--- src/rtl/muldiv_unit_pkg.sv ---
// Shared constants and types for the iterative RV32M multiply/divide unit.
`ifndef MULDIV_LATENCY
`define MULDIV_LATENCY 33
`endif

package muldiv_unit_pkg;

  // funct3 encoding of the M-extension ops
  typedef enum logic [2:0] {
    MUL    = 3'd0,
    MULH   = 3'd1,
    MULHSU = 3'd2,
    MULHU  = 3'd3,
    DIV    = 3'd4,
    DIVU   = 3'd5,
    REM    = 3'd6,
    REMU   = 3'd7
  } muldiv_type;

  typedef enum logic [1:0] {
    MD_IDLE,
    MD_CALC,
    MD_DONE
  } muldiv_state;

  localparam int unsigned MuldivLatency = `MULDIV_LATENCY;

  function automatic logic op_signed_a(input muldiv_type op);
    return (op == MUL) || (op == MULH) || (op == MULHSU) || (op == DIV) || (op == REM);
  endfunction

  function automatic logic op_signed_b(input muldiv_type op);
    return (op == MUL) || (op == MULH) || (op == DIV) || (op == REM);
  endfunction

endpackage

--- src/rtl/muldiv_step.sv ---
// One iteration of the muldiv datapath: shift-add multiply or restoring divide on magnitudes.
module muldiv_step #(
  parameter int unsigned DATA_W = 32
) (
  input  logic              is_div_i,
  input  logic [DATA_W-1:0] hi_i,
  input  logic [DATA_W-1:0] lo_i,
  input  logic [DATA_W-1:0] b_i,
  output logic [DATA_W-1:0] hi_o,
  output logic [DATA_W-1:0] lo_o
);

  logic [DATA_W:0]   sum;
  logic [DATA_W:0]   shifted;
  logic [DATA_W-1:0] rem_sub;
  logic              fits;

  always_comb begin
    sum     = {1'b0, hi_i} + (lo_i[0] ? {1'b0, b_i} : '0);
    shifted = {hi_i, lo_i[DATA_W-1]};
    fits    = (shifted >= {1'b0, b_i});
    // Partial remainder is always below the divisor, so the low bits suffice.
    rem_sub = shifted[DATA_W-1:0] - b_i;
    if (is_div_i) begin
      hi_o = fits ? rem_sub : shifted[DATA_W-1:0];
      lo_o = {lo_i[DATA_W-2:0], fits};
    end else begin
      hi_o = sum[DATA_W:1];
      lo_o = {sum[0], lo_i[DATA_W-1:1]};
    end
  end

endmodule

--- src/rtl/muldiv_unit.sv ---
// Iterative RV32M multiply/divide unit with fixed latency; FSM, counter and sign fix-up.
module muldiv_unit
  import muldiv_unit_pkg::*;
#(
  parameter int unsigned DATA_W = 32,
  parameter int unsigned CNT_W  = 6
) (
  input  logic              clk,
  input  logic              rst,
  input  logic              start_i,
  input  muldiv_type        op_i,
  input  logic [DATA_W-1:0] rs1_i,
  input  logic [DATA_W-1:0] rs2_i,
  input  logic              flush_i,
  output logic              busy_o,
  output logic              done_o,
  output logic [DATA_W-1:0] result_o
);

  muldiv_state       state_q, state_d;
  logic [CNT_W-1:0]  cnt_q, cnt_d;
  logic [DATA_W-1:0] hi_q, hi_d, lo_q, lo_d, b_q, b_d;
  logic [DATA_W-1:0] result_q, result_d;
  muldiv_type        op_q, op_d;
  logic              neg_a_q, neg_a_d, neg_b_q, neg_b_d, dz_q, dz_d;

  logic              a_neg, b_neg;
  logic [DATA_W-1:0] a_mag, b_mag;
  logic [DATA_W-1:0] step_hi, step_lo;
  logic [2*DATA_W-1:0] prod, prod_fix;
  logic [DATA_W-1:0] quo_fix, rem_fix, final_res;

  muldiv_step #(
    .DATA_W (DATA_W)
  ) u_step (
    .is_div_i (op_q[2]),
    .hi_i     (hi_q),
    .lo_i     (lo_q),
    .b_i      (b_q),
    .hi_o     (step_hi),
    .lo_o     (step_lo)
  );

  // 0x80000000 negates to itself and is then read as an unsigned magnitude.
  always_comb begin
    a_neg = op_signed_a(op_i) & rs1_i[DATA_W-1];
    b_neg = op_signed_b(op_i) & rs2_i[DATA_W-1];
    a_mag = a_neg ? -rs1_i : rs1_i;
    b_mag = b_neg ? -rs2_i : rs2_i;
  end

  always_comb begin
    prod     = {step_hi, step_lo};
    prod_fix = (neg_a_q ^ neg_b_q) ? -prod : prod;
    quo_fix  = dz_q ? '1 : ((neg_a_q ^ neg_b_q) ? -step_lo : step_lo);
    rem_fix  = neg_a_q ? -step_hi : step_hi;
    unique case (op_q)
      MUL:                 final_res = prod_fix[DATA_W-1:0];
      MULH, MULHSU, MULHU: final_res = prod_fix[2*DATA_W-1:DATA_W];
      DIV, DIVU:           final_res = quo_fix;
      REM, REMU:           final_res = rem_fix;
    endcase
  end

  always_comb begin
    state_d  = state_q;
    cnt_d    = cnt_q;
    hi_d     = hi_q;
    lo_d     = lo_q;
    b_d      = b_q;
    op_d     = op_q;
    neg_a_d  = neg_a_q;
    neg_b_d  = neg_b_q;
    dz_d     = dz_q;
    result_d = result_q;
    if (flush_i) begin
      state_d = MD_IDLE;
    end else begin
      case (state_q)
        MD_IDLE: begin
          if (start_i) begin
            state_d = MD_CALC;
            cnt_d   = '0;
            op_d    = op_i;
            neg_a_d = a_neg;
            neg_b_d = b_neg;
            dz_d    = op_i[2] && (rs2_i == '0);
            hi_d    = '0;
            // Divide iterates over the dividend; multiply over the multiplier.
            lo_d    = op_i[2] ? a_mag : b_mag;
            b_d     = op_i[2] ? b_mag : a_mag;
          end
        end
        MD_CALC: begin
          hi_d  = step_hi;
          lo_d  = step_lo;
          cnt_d = cnt_q + 1'b1;
          if (cnt_q == CNT_W'(DATA_W - 1)) begin
            state_d  = MD_DONE;
            result_d = final_res;
          end
        end
        default: state_d = MD_IDLE;
      endcase
    end
  end

  always_ff @(posedge clk) begin
    if (rst) begin
      state_q  <= MD_IDLE;
      cnt_q    <= '0;
      hi_q     <= '0;
      lo_q     <= '0;
      b_q      <= '0;
      op_q     <= MUL;
      neg_a_q  <= 1'b0;
      neg_b_q  <= 1'b0;
      dz_q     <= 1'b0;
      result_q <= '0;
    end else begin
      state_q  <= state_d;
      cnt_q    <= cnt_d;
      hi_q     <= hi_d;
      lo_q     <= lo_d;
      b_q      <= b_d;
      op_q     <= op_d;
      neg_a_q  <= neg_a_d;
      neg_b_q  <= neg_b_d;
      dz_q     <= dz_d;
      result_q <= result_d;
    end
  end

  assign busy_o   = (state_q != MD_IDLE);
  assign done_o   = (state_q == MD_DONE);
  assign result_o = result_q;

endmodule

--- config.mk ---
export PLATFORM = sky130hd
export DESIGN_NAME = muldiv_unit
export DESIGN_NICKNAME = d
export VERILOG_FILES = /design/src/rtl/muldiv_unit_pkg.sv /design/src/rtl/muldiv_step.sv /design/src/rtl/muldiv_unit.sv
export SDC_FILE = /design/constraint.sdc
export NUM_CORES = 1
export LEC_CHECK = 0
export ABC_CLOCK_PERIOD_IN_PS = 5760
export CAP_MARGIN = 5
export CORE_ASPECT_RATIO = 2
export CORE_MARGIN = 2
export CORE_UTILIZATION = 60
export DETAILED_ROUTE_END_ITERATION = 10
export PLACE_DENSITY = 0.82
export SKIP_LAST_GASP = 1
export SLEW_MARGIN = 10
export SYNTH_ARGS = -nofsm -noshare
export SYNTH_HDL_FRONTEND = slang
export SYNTH_HIERARCHICAL = 1
export SYNTH_SLANG_ARGS = --single-unit
--- constraint.sdc ---
create_clock -name clk -period 5.76 [get_ports clk]
set_input_delay 1.152 -clock clk [delete_from_list [all_inputs] [get_ports clk]]
set_output_delay 1.152 -clock clk [all_outputs]
set_load 0.05 [all_outputs]
==> results.txt, run 1 <==
- The number of nets in the synthesized netlist is 2,354.
* Max H-tree Level: 4
- Vias in the first global route: 20,200
- After synthesis, the mean cell area works out to 7.034 µm².
- Sequential cell area fraction in the yosys report: 18.27%
- Across every metal layer, demand over resource in global routing totals 56.40%.
- Number of enable-type register cells in the synthesized netlist: 0
- The first global-routing pass estimated 117,500 µm of wire.
* Floorplan row count: 83
- Number of storage elements in the synthesis netlist: 142
- In the synthesized netlist the async set-or-reset flop fraction comes to 0%.
- Global routing finished with a remaining overflow of 3.
- For this design the top-level I/O count stands at 105.
- Port-buffer cells: 104
* Number of clock buffers inserted by TritonCTS: 17
* Final weighted congestion in routability-driven placement: 1.174
* Error that halted the flow: [ERROR GRT-0116] Global routing finished with congestion. Check the congestion regions in the DRC Viewer.
- Synthesis handed over a netlist of 2,212 instances.
* Unique masters post-synth: 98
- Entering global routing, the biggest net connects 76 pins.
- Hold-fix buffer count after cts: 0
- Starting utilization of the core area: 60.91%
- The mapped netlist covers 15,560 µm².
* CTS root buffer: sky130_fd_sc_hd__clkbuf_16
- Primary flip-flop cell chosen by synthesis mapping: sky130_fd_sc_hd__dfxtp_1
* Last stage reached: global routing (5_1_grt)
- Setup fix buffers added after clock tree synthesis: 0
- Measured along the x axis, the die boundary spans 117.9 µm.
- Clock net sink count: 142
* Dpl hpwl: 56,390 µm
- For this run, the number of Yosys warnings is 6.
* Buffer levels on the longest clock path: 2
* Height of the die: 231.7 µm
- Outcome: stopped before the end
-- what timing repair did --
item	in CTS
setup endpoints to repair	4
resized for setup	1
pin swaps	0
-- cell families after synthesis --
| kind of cell | Yosys count | share of synthesized area, % |
|---|---|---|
| AO/OA/AOI/OAI | 697 | 29.55 |
| XOR/XNOR | 155 | 8.725 |
| adder cells (fa/ha/maj) | 71 | 5.806 |
| buffers and inverters | 222 | 5.733 |
| flip-flops | 142 | 18.27 |
| multiplexers | 67 | 4.559 |
| AND/OR/NAND/NOR | 858 | 27.36 |
-- through the flow --
stage	util [%]	setup TNS, ns	worst slack (ns)	std cells	area [µm²]
after global placement	67.07	-0.2796	-0.2199	2595	17130
after floorplan	-	0	1.070	2212	15560
after CTS	69.45	0	0.02877	2627	17740
after detailed placement	67.07	-0.1811	-0.1718	2595	17130
-- synthesized netlist by cell type (13+ instances only) --
cell type                    n  area [µm²]
sky130_fd_sc_hd__a211oi_1   50       375.4
sky130_fd_sc_hd__a21o_1     32       240.2
sky130_fd_sc_hd__a21oi_1   215        1076
sky130_fd_sc_hd__a221oi_1   17       148.9
sky130_fd_sc_hd__a311oi_1   17       148.9
sky130_fd_sc_hd__a31oi_1    52       325.3
sky130_fd_sc_hd__and2_1     42       262.8
sky130_fd_sc_hd__and3_1     40       250.2
sky130_fd_sc_hd__buf_1      17       63.81
sky130_fd_sc_hd__buf_2      13       65.06
sky130_fd_sc_hd__clkbuf_1  119       446.7
sky130_fd_sc_hd__dfxtp_1   142        2843
sky130_fd_sc_hd__ha_1       69       863.3
sky130_fd_sc_hd__inv_1      66       247.7
sky130_fd_sc_hd__mux2_2     31       349.1
sky130_fd_sc_hd__mux2i_1    36       360.4
sky130_fd_sc_hd__nand2_1   205       769.5
sky130_fd_sc_hd__nand3_1    56       280.3
sky130_fd_sc_hd__nand4_1    29       181.4
sky130_fd_sc_hd__nor2_1    254       953.4
sky130_fd_sc_hd__nor3_1     79       395.4
sky130_fd_sc_hd__nor4_1     27       168.9
sky130_fd_sc_hd__o211ai_1   27       202.7
sky130_fd_sc_hd__o21a_1     13       97.59
sky130_fd_sc_hd__o21ai_0   111       555.5
sky130_fd_sc_hd__o31ai_1    20       150.1
sky130_fd_sc_hd__or3_1      28       175.2
sky130_fd_sc_hd__or4_1      20       150.1
sky130_fd_sc_hd__xnor2_1    87       762.0
sky130_fd_sc_hd__xor2_1     68       595.6
-- per-layer routing --
metal  overflow  track usage [%]
met5          0           0.9191
met2          1            87.79
met3          0            22.57
met1          0            52.01
met4          2            65.47
==> run 2: changes to the inputs <==
--- a/config.mk
+++ b/config.mk
@@ -7,11 +7,10 @@
 export LEC_CHECK = 0
 export ABC_CLOCK_PERIOD_IN_PS = 5760
 export CAP_MARGIN = 5
-export CORE_ASPECT_RATIO = 2
 export CORE_MARGIN = 2
-export CORE_UTILIZATION = 60
+export CORE_UTILIZATION = 40
 export DETAILED_ROUTE_END_ITERATION = 10
-export PLACE_DENSITY = 0.82
+export PLACE_DENSITY_LB_ADDON = 0.15
 export SKIP_LAST_GASP = 1
 export SLEW_MARGIN = 10
 export SYNTH_ARGS = -nofsm -noshare
==> run 2 against run 1 <==
Compared with the run above: the run now ends clean; synthesized cell count unchanged; area after synthesis unchanged.
==> results.txt, run 2 <==
* Overall via count from detail_route: 18,120
* Initial antenna violation count: 3
* Dpl hpwl: 57,880 µm (was 56,390 µm)
- Clock tree from TritonCTS: built
- Most common library cell in the layout ignoring fill and taps: sky130_fd_sc_hd__nor2_1
- The placement row count was 72 (was 83).
- Sequential standard cell area: 2846 µm²
* WP data arrival: 5.86 ns
- Number of clock buffers inserted by TritonCTS: 17 (unchanged)
- Total placed cells including tap cells: 2,797 (was 2,595)
* Vias per cell: 6.402
* Worst IR Drop VDD: 0.2210 mV
- In this run the tightest slew margin relative to its limit is 17.72%.
* Clock slew seen by the registers of the worst setup and hold paths: 0.07 ns
* Outcome: complete, no violations (was stopped before the end)
- The number of buffers on the longest clock path is 2 (unchanged).
- The number of warnings issued by yosys came to 6 (unchanged).
* Kind of start point of the critical path: flop
- Worst clock skew: 0.01644 ns
- Avg Inst Size Synth: 7.034 µm² (unchanged)
- Post-synthesis compound-gate area fraction: 29.55% (unchanged)
- The xor/xnor cell area share of the yosys netlist was 8.725% (unchanged).
* Total Negative Setup Slacks: 0 ns
* Die Area: 40,490 µm²
- Share of final-layout standard cells stronger than drive strength 1: 10.30%
* Global-route wire length before repair: 109,000 µm
- The number of global-route vias before repair was 16,920.
- Top cells by area, synth: sky130_fd_sc_hd__dfxtp_1, sky130_fd_sc_hd__a21oi_1, sky130_fd_sc_hd__nor2_1 (unchanged).
- Least-Margin Pin Slew: 1.233 ns
* Clock net sink count: 142 (unchanged)
- Once detail routing completed, the nets flagged for antenna violations numbered 0.
- The post-synthesis net count is 2,354 (unchanged).
* Primary flip-flop cell chosen by synthesis mapping: sky130_fd_sc_hd__dfxtp_1 (unchanged)
- Relative area change from synthesis to final layout: 16.52%
* Length of the first detailed-routing pass in iterations: 8
- Mapped Cells: 2,212 (unchanged)
* Overall global routing resource usage: 35.80%
* Worst Path Max Fanout: 9
- Leaving out fill and tap cells, the most frequent cells in the layout are sky130_fd_sc_hd__nor2_1, sky130_fd_sc_hd__a21oi_1, sky130_fd_sc_hd__nand2_1.
- Most frequent cells after synthesis: sky130_fd_sc_hd__nor2_1, sky130_fd_sc_hd__a21oi_1, sky130_fd_sc_hd__nand2_1 (unchanged)
* Sequential cell area fraction in the yosys report: 18.27% (unchanged)
* Placeable Area: 38,560 µm²
- Minimum clock period after layout: 5.527 ns
- Library cell with the largest summed area after synthesis: sky130_fd_sc_hd__dfxtp_1 (unchanged)
- The adder-cell share of the synthesized area came to 5.806% (unchanged).
* Largest family of logic cells by synthesized area: compound AO/OA/AOI/OAI gates (unchanged)
- Crit end category: flop
- The hold-fix buffer count after cts is 0 (unchanged).
- The setup check on the worst reg-to-reg path leaves a slack of 0.23 ns.
* Layout filler cell count: 4,135
* Layout net count: 2,440
- The fraction of the mapped netlist area in simple logic gates is 27.36% (unchanged).
- Share of flip-flops with an asynchronous set or reset after synthesis: 0% (unchanged)
* Detailed router's first-iteration violation count: 1,950
- In the routed design, unresolved DRC markers number 0.
- Power density over cell area: 205.9 nW/µm²
- Entering global routing, the biggest net connects 76 pins.
- Class of the most critical setup path: reg -> reg
- The max-slew violation count was 0.
* Achievable clock frequency: 180.9 MHz
* Proportion of netlist area held by the largest area contributor: 18.27% (unchanged)
- The tool flagged a number of max-cap violations equal to 0.
- The final count of hold timing violations is 0.
* Setup repair after global routing missed its margin: false
- Multiplexer fraction of the synthesized cell area: 4.559% (unchanged)
* Leakage power: 7.152 nW
* Later-pin clock latency in the skew report: 0.48 ns
- Post-DR wirelength/cell: 26.14 µm
* Drt total wl: 73,980 µm
* Non-filler instance count after layout: 2,830
* Post-synth design cell area: 15,560 µm² (unchanged)
- The routability congestion estimate from global placement was 1.022 (was 1.174).
- Overflow after GRT: 0
* Boundary pin count: 105 (unchanged)
* Footprint of the multi-input gates: 11,880 µm²
* Worst hold-check path type: reg -> reg
* Most frequent cell after synthesis: sky130_fd_sc_hd__nor2_1 (unchanged)
- After layout, the worst path uses 95.95% of the clock period.
- The count of buffers added by post-CTS timing repair for setup is 0 (unchanged).
- Max H-tree Level: 4 (unchanged)
- The register bit count reported by yosys was 142 (unchanged).
* Port-buffer cells: 104 (unchanged)
* Starting utilization of the core area: 40.36% (was 60.91%)
- Final setup viols: 0
- The horizontal extent of the die came to 201.2 µm (was 117.9 µm).
* Number of enable-type register cells in the synthesized netlist: 0 (unchanged)
- The height of the die is 201.2 µm (was 231.7 µm).
- The count of different cell masters after synthesis was 98 (unchanged).
* Critical Path RT: 6.10 ns
- CTS root buffer: sky130_fd_sc_hd__clkbuf_16 (unchanged)
[run 2: cell counts after synthesis]
Identical to the previous run, type by type.
[run 2: power by group]
part | internal, mW | switching [mW]
Combinational | 0.512 | 1.01
Sequential | 1.02 | 0.0460
Clock | 0.587 | 0.562
Total | 2.12 | 1.62
[run 2: critical path, stage by stage (launching register included)]
cell,delay [ns]
sky130_fd_sc_hd__dfxtp_1,0.44
sky130_fd_sc_hd__inv_1,0.07
sky130_fd_sc_hd__ha_1,0.42
sky130_fd_sc_hd__a21oi_1,0.26
sky130_fd_sc_hd__o21ai_0,0.21
sky130_fd_sc_hd__o31a_1,0.38
sky130_fd_sc_hd__a21o_1,0.22
sky130_fd_sc_hd__nor2_1,0.48
sky130_fd_sc_hd__a21oi_1,0.18
sky130_fd_sc_hd__inv_1,0.10
sky130_fd_sc_hd__ha_1,0.19
sky130_fd_sc_hd__or4b_1,0.60
sky130_fd_sc_hd__nor4b_4,0.42
sky130_fd_sc_hd__nand3_1,0.43
sky130_fd_sc_hd__nand2_1,0.33
sky130_fd_sc_hd__a311oi_1,0.13
sky130_fd_sc_hd__a211oi_1,0.43
sky130_fd_sc_hd__nor3_1,0.09
[run 2: layout make-up]
class	count	share of cell area [%]
sequential	142	15.70
antenna	1	0.01380
tap	518	3.575
timing repair buffer	221	10.54
inverter	68	1.408
multi-input combinational	1848	65.54
clock inverter	14	0.8005
clock buffer	18	2.422
[run 2: timing repair]
| action | in CTS | in global routing |
|---|---|---|
| hold endpoints to repair | 0 | 0 |
| resized for setup | 0 | 3 |
| setup endpoints to repair | 0 | 5 |
[run 2: path summary, 6_finish.rpt]
path	from	to	cells after the start
worst max-delay path	b_q[26]$_SDFFE_PP0P_	result_o[28]$_SDFFE_PP0P_	17
worst min-delay path	result_o[25]$_SDFFE_PP0P_	result_o[25]$_SDFFE_PP0P_	2
worst max register to register	b_q[26]$_SDFFE_PP0P_	result_o[28]$_SDFFE_PP0P_	17
worst min register to register	result_o[25]$_SDFFE_PP0P_	result_o[25]$_SDFFE_PP0P_	2
[run 2: metal layers]
layer / part of all wire [%] / global-route usage [%] / up-vias / wire, µm
li1: - / - / 8351 / -
met1: 42 / 46.58 / 8736 / 31370
met2: 46 / 58.87 / 855 / 33820
met3: 7.4 / 5.410 / 174 / 5446
met4: 4.5 / 15.41 / 2 / 3336
met5: 0.018 / 0 / - / 13
[run 2: cells by family after synthesis]
kind of cell / after synthesis
and+or+nand+nor: 858
buffers and inverters: 222
muxes: 67
AOI/OAI and AO/OA: 697
adders and majority gates: 71
xor gates and xnor gates: 155
DFF: 142
[run 2: metrics by stage]
| step | total power [mW] | setup WS (ns) | hold WS (ns) | util, % | area (µm²) |
|---|---|---|---|---|---|
| floorplan | 1.958 | 1.070 | 0.4386 | - | 15560 |
| global placement | 2.558 | 0.2743 | 0.4278 | 45.48 | 17530 |
| detailed placement | 2.552 | 0.3092 | 0.4332 | 45.48 | 17530 |
| CTS | 3.694 | 0.2820 | 0.4424 | 46.99 | 18120 |
| global route | 3.869 | 0.03272 | 0.4850 | 47.02 | 18130 |
| finish | 3.733 | 0.2331 | 0.4416 | 47.02 | 18130 |
No activity file was read; power rests on OpenSTA's default activity.
